===== config.mk =====
export PLATFORM = sky130hd
export DESIGN_NAME = spi_dac_scheduler
export DESIGN_NICKNAME = d
export VERILOG_FILES = /design/src/rtl/dac_sched_pkg.sv /design/src/rtl/dac_frame_timer.sv /design/src/rtl/spi_dac_scheduler.sv
export SDC_FILE = /design/constraint.sdc
export NUM_CORES = 1
export LEC_CHECK = 0
export BUFFER_PORTS_ARGS = -buffer_cell sky130_fd_sc_hd__buf_2
export CELL_PAD_IN_SITES_DETAIL_PLACEMENT = 1
export CELL_PAD_IN_SITES_GLOBAL_PLACEMENT = 1
export CORE_MARGIN = 4
export CORE_UTILIZATION = 30
export CTS_BUF_LIST = sky130_fd_sc_hd__clkbuf_8
export CTS_CLUSTER_SIZE = 12
export DETAILED_ROUTE_END_ITERATION = 7
export HOLD_SLACK_MARGIN = 0.06
export PLACE_DENSITY_LB_ADDON = 0.1
export SLEW_MARGIN = 10
export SYNTH_ARGS = -nofsm -noshare
export SYNTH_HDL_FRONTEND = slang
export SYNTH_HIERARCHICAL = 1
export SYNTH_SLANG_ARGS = --single-unit
export TNS_END_PERCENT = 5

===== constraint.sdc =====
create_clock -name clock -period 5.2 [get_ports clock]
set_input_delay 1.04 -clock clock [delete_from_list [all_inputs] [get_ports clock]]
set_output_delay 1.04 -clock clock [all_outputs]
set_load 0.05 [all_outputs]

===== src/rtl/dac_sched_pkg.sv =====
// Shared state encoding and default widths
// for the SPI DAC frame scheduler.
package dac_sched_pkg;

  localparam int DATA_W   = 24;
  localparam int DIV_W    = 16;
  localparam int CH_IDX_W = 3;

  typedef enum logic [2:0] {
    IDLE,
    SELECT,
    START,
    WAIT_BUSY,
    WAIT_DONE,
    NEXT
  } sched_state_e;

endpackage


===== src/rtl/dac_frame_timer.sv =====
// Free-running frame period counter that
// emits one tick per programmed period.
module dac_frame_timer #(
  parameter int DIV_W = 16
) (
  input  logic             clock,
  input  logic             reset,
  input  logic             enable,
  input  logic [DIV_W-1:0] frame_div,
  output logic             tick
);

  logic [DIV_W-1:0] cnt_q;
  logic [DIV_W-1:0] period_q;
  logic [DIV_W-1:0] div_clamped;

  assign div_clamped = (frame_div < DIV_W'(2))
                     ? DIV_W'(2) : frame_div;

  assign tick = enable &&
                (cnt_q == period_q - DIV_W'(1));

  // Count while enabled; reload the period at every wrap.
  always_ff @(posedge clock or negedge reset) begin
    if (!reset) begin
      cnt_q    <= '0;
      period_q <= DIV_W'(2);
    end else if (!enable || tick) begin
      cnt_q    <= '0;
      period_q <= div_clamped;
    end else begin
      cnt_q    <= cnt_q + DIV_W'(1);
    end
  end

endmodule


===== src/rtl/spi_dac_scheduler.sv =====
// Frame scheduler sharing one SPI transmitter
// across NUM_CH channel FIFOs.
module spi_dac_scheduler #(
  parameter int NUM_CH  = 4,
  parameter int DATA_W  = dac_sched_pkg::DATA_W,
  parameter int DIV_W   = dac_sched_pkg::DIV_W,
  parameter int BUSY_TO = 8
) (
  input  logic                       clock,
  input  logic                       reset,
  input  logic                       enable,
  input  logic [DIV_W-1:0]           frame_div,
  input  logic [NUM_CH-1:0]          ch_mask,
  input  logic [NUM_CH*DATA_W-1:0]   ch_data,
  input  logic [NUM_CH-1:0]          ch_empty,
  output logic [NUM_CH-1:0]          ch_read,
  output logic [DATA_W-1:0]          spi_data,
  output logic                       spi_fifo_empty,
  input  logic                       spi_fifo_read,
  output logic                       spi_start,
  input  logic                       spi_busy,
  output logic [dac_sched_pkg::CH_IDX_W-1:0] active_ch,
  output logic                       frame_done,
  output logic                       underrun,
  output logic [7:0]                 underrun_count,
  output logic                       overrun,
  output logic                       spi_error
);

  import dac_sched_pkg::*;

  localparam int BC_W = $clog2(BUSY_TO + 1);

  typedef logic [CH_IDX_W-1:0] idx_t;

  sched_state_e      state_q;
  sched_state_e      state_d;
  idx_t              ch_q;
  idx_t              ch_d;
  logic [NUM_CH-1:0] mask_q;
  logic [NUM_CH-1:0] mask_d;
  logic [BC_W-1:0]   busy_cnt_q;
  logic [7:0]        urun_cnt_q;
  logic              overrun_q;
  logic              error_q;

  logic              tick;
  logic              first_hit;
  idx_t              first_idx;
  logic              next_hit;
  idx_t              next_idx;
  logic              sel_empty;
  logic [DATA_W-1:0] sel_data;
  logic              in_xfer;
  logic              set_error;
  logic              busy_timeout;

  dac_frame_timer #(
    .DIV_W(DIV_W)
  ) u_timer (
    .clock    (clock),
    .reset    (reset),
    .enable   (enable),
    .frame_div(frame_div),
    .tick     (tick)
  );

  assign in_xfer = (state_q == START) ||
                   (state_q == WAIT_BUSY) ||
                   (state_q == WAIT_DONE);

  assign busy_timeout =
    (busy_cnt_q >= BC_W'(BUSY_TO - 1));

  // Lowest live-mask channel and next channel above the current one.
  always_comb begin
    first_hit = 1'b0;
    first_idx = '0;
    next_hit  = 1'b0;
    next_idx  = '0;
    for (int k = NUM_CH - 1; k >= 0; k--) begin
      if (ch_mask[k]) begin
        first_hit = 1'b1;
        first_idx = idx_t'(k);
      end
      if (mask_q[k] && (idx_t'(k) > ch_q)) begin
        next_hit = 1'b1;
        next_idx = idx_t'(k);
      end
    end
  end

  // Route the selected FIFO onto the transmitter.
  always_comb begin
    sel_empty = 1'b1;
    sel_data  = '0;
    ch_read   = '0;
    for (int k = 0; k < NUM_CH; k++) begin
      if (ch_q == idx_t'(k)) begin
        sel_empty  = ch_empty[k];
        sel_data   = ch_data[k*DATA_W +: DATA_W];
        ch_read[k] = in_xfer & spi_fifo_read;
      end
    end
  end

  assign spi_data       = in_xfer ? sel_data : '0;
  assign spi_fifo_empty = in_xfer ? sel_empty : 1'b1;
  assign spi_start      = (state_q == START);
  assign active_ch      = ch_q;
  assign underrun_count = urun_cnt_q;
  assign overrun        = overrun_q;
  assign spi_error      = error_q;

  // Next-state logic and per-cycle event pulses.
  always_comb begin
    state_d    = state_q;
    ch_d       = ch_q;
    mask_d     = mask_q;
    frame_done = 1'b0;
    underrun   = 1'b0;
    set_error  = 1'b0;
    unique case (state_q)
      IDLE: begin
        if (tick) begin
          if (first_hit) begin
            mask_d  = ch_mask;
            ch_d    = first_idx;
            state_d = SELECT;
          end else begin
            frame_done = 1'b1;
          end
        end
      end
      SELECT: begin
        if (sel_empty) begin
          underrun = 1'b1;
          state_d  = NEXT;
        end else begin
          state_d  = START;
        end
      end
      START: begin
        state_d = WAIT_BUSY;
      end
      WAIT_BUSY: begin
        if (spi_busy) begin
          state_d = WAIT_DONE;
        end else if (busy_timeout) begin
          set_error = 1'b1;
          state_d   = NEXT;
        end
      end
      WAIT_DONE: begin
        if (!spi_busy) state_d = NEXT;
      end
      NEXT: begin
        if (!enable) begin
          state_d = IDLE;
        end else if (next_hit) begin
          ch_d    = next_idx;
          state_d = SELECT;
        end else begin
          frame_done = 1'b1;
          state_d    = IDLE;
        end
      end
      default: begin
        state_d = IDLE;
      end
    endcase
  end

  // FSM state, current channel and frame mask.
  always_ff @(posedge clock or negedge reset) begin
    if (!reset) begin
      state_q <= IDLE;
      ch_q    <= '0;
      mask_q  <= '0;
    end else begin
      state_q <= state_d;
      ch_q    <= ch_d;
      mask_q  <= mask_d;
    end
  end

  // Busy watchdog, underrun counter and sticky flags.
  always_ff @(posedge clock or negedge reset) begin
    if (!reset) begin
      busy_cnt_q <= '0;
      urun_cnt_q <= '0;
      overrun_q  <= 1'b0;
      error_q    <= 1'b0;
    end else begin
      if (state_q == START) begin
        busy_cnt_q <= BC_W'(1);
      end else if (state_q == WAIT_BUSY) begin
        busy_cnt_q <= busy_cnt_q + BC_W'(1);
      end
      if (underrun && (urun_cnt_q != 8'hFF)) begin
        urun_cnt_q <= urun_cnt_q + 8'd1;
      end
      if (tick && (state_q != IDLE)) begin
        overrun_q <= 1'b1;
      end
      if (set_error) begin
        error_q <= 1'b1;
      end
    end
  end

endmodule

# ---- Word-level counts from Yosys, hierarchy flattened
# Cells that the tools add are included.
dict set report totals {
  latch_bits 0
  ramBits 0
  memories 0
  ff_bits 56
  romBits 0
  inputBits 125
}
dict set report op_classes {
  n_shift 0
  bitwise_logic 1
  muxes 58
  reduce_logical 19
  order_cmp 6
  div_mod_pow 0
  n_eq_ne 16
  addsub 4
  mul 0
}
# operator n
set op_table {}
lappend op_table {{24-bit two-way mux} 5}
lappend op_table {{3-bit two-way mux} 15}
lappend op_table {{16-bit two-way mux} 2}
lappend op_table {{1-bit two-way mux} 28}
lappend op_table {{3-bit case mux with 6 select lines} 1}
lappend op_table {{16-bit by 1-bit adder with 16-bit output, second input constant} 1}
lappend op_table {{16-bit == test} 1}
lappend op_table {{16-bit by 2-bit less-than comparator with 1-bit output, second input constant} 1}
lappend op_table {{16-bit by 1-bit subtractor with 16-bit output, second input constant} 1}
lappend op_table {{3-bit by 2-bit == test with 1-bit output, second input constant} 4}
lappend op_table {{2-bit != test, second input constant} 5}
lappend op_table {{8-bit by 1-bit adder with 8-bit output, second input constant} 1}
lappend op_table {{4-bit two-way mux} 2}
lappend op_table {{8-bit != test, second input constant} 1}
lappend op_table {{1-bit logical AND} 7}
lappend op_table {{3-bit by 1-bit == test with 1-bit output, second input constant} 2}
lappend op_table {{3-bit == test, second input constant} 2}
lappend op_table {{1-bit by 3-bit greater-than comparator with 1-bit output, first input constant} 2}
lappend op_table {{2-bit by 3-bit greater-than comparator with 1-bit output, first input constant} 2}
lappend op_table {{3-bit zero test} 2}
lappend op_table {{2-bit two-way mux} 3}
lappend op_table {{3-bit case mux with 2 select lines} 1}
lappend op_table {{5-bit AND reduction} 1}
lappend op_table {{4-bit by 1-bit adder with 4-bit output, second input constant} 1}
lappend op_table {{10 further kinds} 13}

# ---- Longest topological paths before layout
# Gate-level depths: netlist of run 1.
dict set report logic_depth {
  ltp_word 9
  mapped_depth 12
}

# ---- Hierarchy
# The synthesis of run 1 kept the hierarchy.
# mod cells_each seq_area_each_um2 area_per_inst_um2 n_inst
set modules_own_cells {}
lappend modules_own_cells {dac_frame_timer 184 802.0 2013.2 1}
lappend modules_own_cells {spi_dac_scheduler 197 550.5 2011.9 1}

# ---- Worst setup path before layout of run 1
# No wires, ideal clock.
dict set report synth_path {
  path_kind {flip-flop to output port}
  start {register u_timer.period_q[3]}
  end {output frame_done}
  path_buffers 0
  required_ns 4.160
  setup_slack_ns 1.154
  path_stages_with_launch 9
  t_arrival_ns 3.006
  path_cell_list {dfrtp_1 > or4_4 > nor4_2 > xnor2_1 > o2111ai_2 > a211oi_2 > and3_2 > nor4b_2 > a32o_1}
}
dict set report synth_via {
  elab_chain_len 5
}
# element line_no
set synth_lines {}
lappend synth_lines {{start, declared} dac_frame_timer.sv:14} ;# logic [DIV_W-1:0] period_q;
lappend synth_lines {{start signal, assigned} dac_frame_timer.sv:30} ;# period_q <= div_clamped;
lappend synth_lines {{16-bit by 1-bit subtractor with 16-bit output} dac_frame_timer.sv:21} ;# (cnt_q == period_q - DIV_W'(1));
lappend synth_lines {{16-bit == test} dac_frame_timer.sv:21}
lappend synth_lines {{1-bit logical AND} dac_frame_timer.sv:20} ;# assign tick = enable &&
lappend synth_lines {{via tick} spi_dac_scheduler.sv:47} ;# logic tick;
lappend synth_lines {{1-bit two-way mux} spi_dac_scheduler.sv:125} ;# if (tick) begin
lappend synth_lines {{1-bit case mux with 2 select lines} spi_dac_scheduler.sv:123} ;# unique case (state_q)
lappend synth_lines {{end, declared} spi_dac_scheduler.sv:23} ;# output logic frame_done,
# The timed path passes the listed nets, and every way through them passes these cells.

# ---- Worst setup path in the final report of run 1
dict set report layout_path {
  start {register u_timer.period_q[1]}
  end {output frame_done}
}
# The elaborated chain is that of the path after synthesis.

==> results of run 1 <==
[cell families after synthesis]
group | after synthesis | share of synthesized area (%)
buffers and inverters | 29 | 3.699
AOI/OAI and AO/OA | 49 | 9.294
xor gates and xnor gates | 37 | 8.051
adders and majority gates | 4 | 1.243
and+or+nand+nor | 161 | 23.13
muxes | 46 | 20.89
DFF | 54 | 33.60
other | 1 | 0.09317
[registers in the layout (all words and copies together) (netlist names)]
register and cells:
active_ch 2, busy_cnt_q 4, mask_q 3, overrun 1
spi_error 1, state_q 3, u_timer/cnt_q 16, u_timer/period_q 16
underrun_count 8
[critical path, stage by stage (launching register included)]
cell	delay [ps]
dfstp_2	550
inv_1	50
ha_1	210
xnor2_1	150
xnor2_1	130
a2111oi_0	430
o2111ai_1	210
a211oi_2	310
and3_2	260
nor4b_2	470
a32o_1	240
buf_2	270
[cell usage in the layout, fill, tap and decap left out, drive strengths merged, types with 5 or more instances in the layout]
cell	netlist	layout
a21oi	11	11
and2	40	40
and3	5	5
buf	10	171
clkbuf	8	6
dfrtp	53	53
inv	11	12
mux2	18	18
mux4	25	25
nand2	28	28
nand2b	5	5
nand3	16	16
nor2	15	15
nor2b	7	7
nor3	11	11
nor3b	5	5
nor4	10	10
o2111ai	5	5
o21ai	8	8
xnor2	23	23
xor2	14	14
[power by group through the flow]
stage / combinational (uW) / sequential (uW) / clock (uW)
after floorplan: 921 / 651 / 0
after global placement: 1210 / 652 / 0
after detailed placement: 1230 / 657 / 0
after CTS: 1230 / 649 / 259
after global routing: 1300 / 670 / 274
final: 1210 / 643 / 243
[worst max path at each step]
stage                              startpoint         end  cells after the start
final                     u_timer/period_q[1]  frame_done                     11
after global routing      u_timer/period_q[0]  frame_done                     11
after CTS                 u_timer/period_q[1]  frame_done                     11
after detailed placement  u_timer/period_q[3]  frame_done                      9
after global placement    u_timer/period_q[1]  frame_done                     11
after floorplan           u_timer/period_q[3]  frame_done                      8
[layer usage]
layer	up-vias	part of all wire [%]	global-route usage, %
li1	1714	-	-
met1	1756	41	19.21
met5	-	0	0
met2	110	50	30.18
met4	0	1.4	4.083
met3	10	7.8	3.542
[final cells by class]
| class | instances | area share, % |
|---|---|---|
| Multi-Input combinational cell | 298 | 49.55 |
| Sequential cell | 54 | 26.58 |
| Timing Repair Buffer | 171 | 16.95 |
| Tap cell | 176 | 4.323 |
| Clock buffer | 6 | 1.621 |
| Inverter | 11 | 0.8106 |
| Clock inverter | 2 | 0.1719 |
[cell usage after synthesis, types with 6 or more instances]
master    count
o21ai_0       7
nor3_1       11
dfrtp_1      53
inv_1        11
nor4_1        8
mux2_2        6
mux4_2       25
xor2_1       14
and2_1       40
xnor2_1      23
a21oi_1      11
nand3_1      16
nand2_1      27
clkbuf_1      7
mux2_4       12
nor2b_1       7
nor2_1       15
[through the flow]
stage | power (uW) | hold WS, ps | worst slack [ps] | instance area (sq um)
4_1_cts | 2136 | 491.0 | 519.9 | 5094
3_5_place_dp | 1883 | 466.9 | 872.2 | 5002
6_report | 2094 | 480.9 | 576.3 | 5094
2_1_floorplan | 1572 | 468.4 | 1154 | 4025
3_3_place_gp | 1864 | 466.6 | 951.3 | 5002
5_1_grt | 2241 | 519.0 | 176.9 | 5094
==> flow_metrics.py, run 1 <==
metrics = {
    "finish": {
        "drive_gt1_share_pct": 43.54,
        "multi_input_area_sq_um": 2524,
        "seq_area_sq_um": 1354,
        "n_antenna_cell": 0,
        "fin_util_pct": 38.62,
        "fillers": 1539,
        "layout.nets": 670,
        "area_delta_synth_final_pct": 26.55,
        "final_cells": 718,
    },
    "global_route": {
        "grt_max_degree": 33,
        "grt_pass1_wl_um": 19720,
        "grt_usage_pct": 16.38,
        "grt_overflow": 0,
        "antenna_found_initial": 0,
        "grt_pass1_vias": 3780,
    },
    "place": {
        "globalplace.congestion": 0.7425,
        "portBuffers": 168,
        "dp_hpwl_um": 10390,
        "dp_cells": 710,
    },
    "detailed_routing": {
        "drt_iter0_markers": 164,
        "drtAntennaViolNets": 0,
        "vias": 3590,
        "via_per_inst": 5.000,
        "wire_per_inst_um": 17.80,
        "wl_um": 12780,
        "first_pass_iters": 4,
        "drcViolationCount": 0,
    },
    "cts": {
        "clk_latency_ps": 310,
        "cts_buffer_depth": 2,
        "cts_resized": 0,
        "cts_tree": "built",
        "cts_sinks": 54,
        "htreeDepth": 2,
        "cts_buffers": 5,
        "cts-root-buf": "clkbuf_8",
        "post-cts-setup-buffers": 0,
        "cts_hold_buf": 0,
        "cts.reportedPaths.clkPinSlew_ps": 100,
    },
    "logic_synthesis": {
        "synth_nets": 510,
        "synthCells": 381,
        "synth.cell_area_sq_um": 4025,
        "synth_area_per_cell_sq_um": 10.56,
        "ys_types": 66,
        "ys_ff_latch": 54,
        "synth_top_area_cell": "dfrtp_1",
        "synth-edff-count": 0,
        "synth_warnings": 6,
        "synth_ff_type": "dfrtp_1",
        "ys_seq_area_share_pct": 33.60,
        "netlist_top_cells_area": "dfrtp_1 33%, mux4_2 14%, and2_1 6.2%, xnor2_1 5.0%, mux2_4 4.5%",
        "synth_top_area_share_pct": 32.95,
        "async_flop_share_pct": 100.0,
    },
    "critical_path": {
        "worstPathMaxFanout": 7,
        "critPathLaunchType": "register",
        "r2r_setup_slack_ps": 1760,
        "r2r-end": "active_ch[0]",
        "reg2reg_from": "u_timer/period_q[1]",
        "required_ps": 4160,
        "worst_setup_path_end_kind": "primary output",
        "arrival_ps": 3580,
        "reg2reg_depth": 12,
        "crit_type": "reg2out",
    },
    "die": {
        "row_count": 42,
        "die_h_um": 123.8,
        "die_w_um": 123.8,
        "start_util_pct": 30.52,
        "core-area_sq_um": 13190,
        "pin_count": 170,
        "dieArea_sq_um": 15330,
    },
    "timing": {
        "setup_viol": 0,
        "tightestPinTransition_ps": 1035,
        "hold_viol": 0,
        "rsz0062_at_grt": "no",
        "max_freq_ghz": 0.2163,
        "maxSlewHeadroom_pct": 30.85,
        "skew_ps": 9.808,
        "final_max_slew_viol_count": 0,
        "finalCritPeriodShare_pct": 88.92,
        "tns_ps": 0,
        "min_period_ps": 4624,
    },
    "hold_path": {
        "hp-class": "reg2reg",
        "min_path_cells": 1,
        "min_from": "spi_error",
        "hold-path-endpoint": "spi_error",
    },
    "flow_run": {
        "maxCapViolations": 0,
    },
    "pwr": {
        "comb_power_share_pct": 57.7,
        "p_clk_share_pct": 11.6,
        "seqPwrFrac_pct": 30.7,
        "p_sw_share_pct": 50.84,
        "p_int_uw": 1030,
        "cellLeakagePower_uw": 0.002403,
        "switchingPower_uw": 1065,
        "ir_drop_mv": 0.1251,
        "power_density_nw_per_um2": 411.1,
    },
    "outcome": {
        "status": "finished clean",
    },
}
Note: power is estimated with default switching activity, not from simulation.
==> run 2, diff against run 1 <==
--- a/config.mk
+++ b/config.mk
@@ -11,3 +11,3 @@
 export CORE_MARGIN = 4
-export CORE_UTILIZATION = 30
+export CORE_UTILIZATION = 40
 export CTS_BUF_LIST = sky130_fd_sc_hd__clkbuf_8
@@ -16,3 +16,3 @@
 export HOLD_SLACK_MARGIN = 0.06
-export PLACE_DENSITY_LB_ADDON = 0.1
+export PLACE_DENSITY_LB_ADDON = 0.3
 export SLEW_MARGIN = 10
--- a/constraint.sdc
+++ b/constraint.sdc
@@ -3,2 +3,2 @@
 set_output_delay 1.04 -clock clock [all_outputs]
-set_load 0.05 [all_outputs]
+set_load 0.01 [all_outputs]
==> run 2 against run 1 <==
Net effect: final area shrank 0.71%; non-clock buffer count did not move; total power shrank 17%; largest cell class unchanged; flip-flop and latch count did not move; clock skew shrank 1.4 ps; utilization grew 13 points; sequential power is essentially flat; register-to-register slack got worse by 60 ps; routed wire length down 2.2%.
==> flow_metrics.py, run 2 (synthesis results as in run 1) <==
metrics = {
    "critical_path": {
        "cpPeakStageDelay_ps": 550,
        "crit_slowest_cell": "dfstp_2",
        "r2r_setup_slack_ps": 1700,
        "crit_path_frequent_cell": "xnor2_1",
        "arrival_ps": 3510,
        "worstPathMaxFanout": 7,
        "reg2reg_depth": 12,
        "required_ps": 4160,
        "worstSetupStartpoint": "u_timer/period_q[1]",
        "critPathLaunchType": "register",
        "crit_path_end": "frame_done",
        "crit_chain": "inv_1 -> ha_1 -> xnor2_1 -> xnor2_1 -> a2111oi_0 -> o2111ai_1 -> a211oi_2 -> and3_2 -> nor4b_2 -> a32o_1 -> buf_2",
        "reg2reg_from": "u_timer/period_q[1]",
        "worst_setup_path_end_kind": "primary output",
        "crit_type": "reg2out",
        "r2r-end": "active_ch[0]",
    },
    "finish": {
        "final_common_cell": "buf_2",
        "layout.nets": 670,
        "area_delta_synth_final_pct": 25.65,
        "final_cell_mix": "168 x buf_2, 52 x dfrtp_1, 40 x and2_1",
        "fillers": 1156,
        "drive_gt1_share_pct": 43.73,
        "n_antenna_cell": 0,
    },
    "timing": {
        "tns_ps": 0,
        "finalCritPeriodShare_pct": 87.58,
        "tightestPinTransition_ps": 1059,
        "setup_viol": 0,
        "min_period_ps": 4554,
        "rsz0062_at_grt": "no",
        "skew_ps": 8.364,
        "maxSlewHeadroom_pct": 29.24,
        "hold_viol": 0,
        "final_max_slew_viol_count": 0,
        "max_freq_ghz": 0.2196,
    },
    "die": {
        "start_util_pct": 41.18,
        "pin_count": 170,
        "die_h_um": 108.3,
        "dieArea_sq_um": 11730,
        "core-area_sq_um": 9774,
        "die_w_um": 108.3,
        "row_count": 36,
    },
    "global_route": {
        "grt_pass1_wl_um": 19970,
        "grt_max_degree": 55,
        "grt_usage_pct": 21.37,
        "grt_pass1_vias": 3920,
        "antenna_found_initial": 0,
        "grt_overflow": 0,
    },
    "cts": {
        "cts_hold_buf": 0,
        "cts_resized": 0,
        "clk_latency_ps": 310,
        "cts_buffer_depth": 2,
        "cts-root-buf": "clkbuf_8",
        "post-cts-setup-buffers": 0,
        "htreeDepth": 2,
        "cts_tree": "built",
        "cts_sinks": 54,
        "cts_buffers": 5,
        "cts.reportedPaths.clkPinSlew_ps": 100,
    },
    "flow_run": {
        "maxCapViolations": 0,
    },
    "pwr": {
        "cellLeakagePower_uw": 0.002409,
        "power_density_nw_per_um2": 345.2,
        "ir_drop_mv": 0.1776,
        "finalPower_uw": 1746,
    },
    "detailed_routing": {
        "wire_per_inst_um": 18.51,
        "drtAntennaViolNets": 0,
        "first_pass_iters": 4,
        "drcViolationCount": 0,
        "wl_um": 12500,
        "via_per_inst": 5.382,
        "drt_iter0_markers": 164,
        "vias": 3633,
    },
    "hold_path": {
        "hp-class": "reg2reg",
    },
    "place": {
        "globalplace.congestion": 0.8174,
        "portBuffers": 168,
        "dp_hpwl_um": 10170,
    },
    "outcome": {
        "status": "finished clean",
    },
}
==> run 2: critical path: cells and delay by family, from the launching register on <==
family / cells / cell delay [ps]
adder cells (fa/ha/maj): 1 / 210
XOR/XNOR: 2 / 280
AO/OA/AOI/OAI: 4 / 1250
flip-flops: 1 / 550
AND/OR/NAND/NOR: 2 / 730
buffers and inverters: 2 / 190
==> run 2: area by class of cell <==
class                           instances  area [sq um]  area share [%]
Multi-Input combinational cell        298          2524           49.90
Clock buffer                            5         68.82           1.361
Inverter                               11         41.29          0.8164
Tap cell                              133         166.4           3.290
Timing Repair Buffer                  171         863.3           17.07
Clock inverter                          3         40.04          0.7917
Sequential cell                        54          1354           26.77
==> run 2: worst min-delay path by stage <==
stage	depth (start not counted)	from	to
floorplan	2	mask_q[3]	mask_q[3]
global placement	1	overrun	overrun
detailed placement	1	overrun	overrun
CTS	1	overrun	overrun
global route	1	spi_error	spi_error
finish	1	overrun	overrun
==> run 2: power by group <==
| group | internal (uW) | total [uW] | leakage, uW | switching, uW |
|---|---|---|---|---|
| registers | 486 | 640 | 0.000681 | 154 |
| logic | 437 | 826 | 0.00167 | 389 |
| clock network | 142 | 280 | 0.0000579 | 138 |
==> run 2: per-layer routing <==
metal  up-vias  track usage (%)  part of all wire [%]
li1       1716                -                     -
met1      1803            24.64                    40
met2       101            40.23                    52
met3        13            4.836                   7.0
met4         0            4.599                   1.2
met5         -                0                     0
==> run 2: per-stage QoR <==
step	cell area (sq um)	setup slack [ps]	util [%]	hold slack [ps]	cells
after floorplan	4025	1433	-	468.4	381
after global placement	4949	1153	50.63	447.6	667
after detailed placement	4949	1001	50.63	456.2	667
after CTS	5057	637.8	51.74	484.3	675
after global routing	5057	414.0	51.74	504.6	675
final	5057	645.6	51.74	474.9	675
==> run 3, diff against run 2 <==
Settings changed: ABC_AREA set to 1, CORE_ASPECT_RATIO set to 0.9, CORE_UTILIZATION 40 to 38.
==> run 3 against run 2 <==
Net effect: fmax is 15% higher; sequential power is 8.6% lower; non-clock buffer count is 2 lower; cell count is 48% higher; synthesized cell count is 80% higher; utilization is 3.8 points lower; area after synthesis is 13% higher; final area is 9.7% higher; routed wire length is 25% higher; clock power hardly changed; setup slack better by 600 ps; largest cell class unchanged.
==> flow_metrics.py, run 3 <==
metrics = {
    "outcome": {
        "status": "finished clean",
    },
    "logic_synthesis": {
        "synth_warnings": 6,
        "synth_area_per_cell_sq_um": 6.636,
        "yosysMostFrequentCell": "nand2_1",
        "synth-edff-count": 0,
        "synth_nets": 814,
        "netlist_top_cells_area": "dfrtp_1 29%, nand2_1 19%, inv_1 5.9%, nor2_1 5.2%, o21ai_0 4.3%",
        "synthCells": 685,
        "synth.cell_area_sq_um": 4546,
        "ys_ff_latch": 54,
        "async_flop_share_pct": 100.0,
        "ys_top_cells_by_count": "231 x nand2_1, 71 x inv_1, 63 x nor2_1",
        "ys_seq_area_share_pct": 29.76,
        "synth_ff_type": "dfrtp_1",
        "synth_top_area_cell": "dfrtp_1",
        "synth_top_area_share_pct": 29.18,
        "ys_types": 43,
    },
    "global_route": {
        "grt_overflow": 0,
        "grt_pass1_vias": 5605,
        "grt_usage_pct": 23.07,
        "antenna_found_initial": 0,
        "grt_pass1_wl_um": 26440,
        "grt_max_degree": 55,
    },
    "cts": {
        "cts_tree": "built",
        "cts_hold_buf": 0,
        "cts_sinks": 54,
        "post-cts-setup-buffers": 0,
        "clk_latency_ps": 310,
        "cts_buffer_depth": 2,
        "cts-root-buf": "clkbuf_8",
        "cts_resized": 0,
        "cts_buffers": 5,
        "cts.reportedPaths.clkPinSlew_ps": 100,
        "htreeDepth": 2,
    },
    "pwr": {
        "finalPower_uw": 1774,
        "ir_drop_mv": 0.1744,
        "cellLeakagePower_uw": 0.003033,
        "power_density_nw_per_um2": 319.7,
    },
    "critical_path": {
        "required_ps": 4160,
        "crit_path_frequent_cell": "nand2_1",
        "crit_type": "reg2out",
        "cpPeakStageDelay_ps": 420,
        "worst_setup_path_end_kind": "primary output",
        "crit_family": "simple AND/OR/NAND/NOR gates",
        "worstPathMaxFanout": 17,
        "crit_slowest_cell": "dfrtp_1",
        "arrival_ps": 2910,
        "crit_buf_inv": 2,
        "crit_chain": "inv_1 -> ha_1 -> nand2_4 -> nor2_2 -> nand2_1 -> nand3_1 -> nand2_1 -> nor2_1 -> nand2_1 -> nor2_2 -> nand2_4 -> nor2_1 -> nand2_1 -> o22ai_1 -> buf_2",
        "critPathLaunchType": "register",
    },
    "die": {
        "die_w_um": 123.3,
        "core-area_sq_um": 11570,
        "pin_count": 170,
        "dieArea_sq_um": 13780,
        "die_h_um": 111.8,
        "start_util_pct": 39.28,
        "row_count": 37,
    },
    "timing": {
        "tightestPinTransition_ps": 886.8,
        "finalCritPeriodShare_pct": 76.01,
        "final_max_slew_viol_count": 0,
        "skew_ps": 9.599,
        "fin_ws_ps": 1248,
        "maxSlewHeadroom_pct": 40.88,
        "rsz0062_at_grt": "no",
        "min_period_ps": 3952,
        "max_freq_ghz": 0.2530,
        "hold_viol": 0,
        "setup_viol": 0,
        "tns_ps": 0,
    },
    "finish": {
        "finish.instance_area_sq_um": 5548,
        "layout.nets": 969,
        "final_common_cell": "nand2_1",
        "drive_gt1_share_pct": 28.54,
        "final_cells": 997,
        "area_delta_synth_final_pct": 22.05,
        "final_cell_mix": "231 x nand2_1, 168 x buf_2, 72 x inv_1",
        "n_antenna_cell": 0,
    },
    "detailed_routing": {
        "wire_per_inst_um": 15.62,
        "first_pass_iters": 4,
        "drtAntennaViolNets": 0,
        "drt_iter0_markers": 185,
        "vias": 5042,
        "via_per_inst": 5.057,
        "drcViolationCount": 0,
        "wl_um": 15570,
    },
    "place": {
        "globalplace.congestion": 0.8716,
        "portBuffers": 168,
        "placed_area_sq_um": 5438,
        "dp_hpwl_um": 12750,
        "place_ws_ps": 1610,
        "dp_cells": 989,
    },
    "hold_path": {
        "hp-class": "reg2reg",
    },
    "flow_run": {
        "maxCapViolations": 0,
    },
}
==> run 3: cell types whose count changed after synthesis, sizes merged, moves of 6 or more <==
cell | previous run | this run
nor2 | 15 | 82
and2 | 40 | 2
nor4 | 10 | 3
o21ai | 8 | 42
nand2 | 28 | 252
nor2b | 7 | 0
buf | 10 | 18
mux2 | 18 | 0
nand3 | 16 | 49
inv | 11 | 79
xnor2 | 23 | 15
mux4 | 25 | 0
a31oi | 0 | 14
nor3 | 11 | 5
==> run 3: cells by family after synthesis <==
| group | Yosys count | synth area share [%] |
|---|---|---|
| AOI/OAI and AO/OA | 90 | 11.86 |
| xor gates and xnor gates | 30 | 5.781 |
| adders and majority gates | 4 | 1.101 |
| buffers and inverters | 100 | 9.964 |
| DFF | 54 | 29.76 |
| other | 1 | 0.08250 |
| and+or+nand+nor | 406 | 41.45 |
==> run 3: layer usage <==
metal	part of all wire [%]	up-vias	GRT usage (%)
met2	52	116	41.67
li1	-	2487	-
met1	41	2417	27.93
met5	0	-	0
met3	4.7	22	4.520
met4	1.7	0	5.387
==> run 3: path summary, 6_finish.rpt <==
check	startpoint	end	slack, ps	cells past startpoint
max	u_timer/period_q[0]	frame_done	1250	15
min	spi_error	spi_error	480	1
max reg2reg	u_timer/period_q[0]	state_q[2]	2430	18
min reg2reg	spi_error	spi_error	480	1
max in group asynchronous	reset	overrun	3880	2
min in group asynchronous	reset	u_timer/cnt_q[12]	860	2
==> run 3: final cells by class <==
type,instances,area (sq um)
tap,156,195.2
clock buffer,5,68.82
timing repair buffer,169,848.3
clock inverter,3,41.29
fill,1613,6026
multi-input combinational,531,2740
inverter,79,301.5
sequential,54,1353
==> run 3: where the power goes <==
part,switching [uW],leakage [uW],internal (uW)
sequential,109,0.000707,476
clock,139,0.0000556,142
combinational,576,0.00227,331
==> run 3: stage by stage <==
step	hold slack (ps)	utilization, %
CTS	491.6	47.94
detailed placement	465.2	46.98
global route	509.0	47.94
finish	482.4	47.94
floorplan	453.4	-
global placement	464.2	46.98
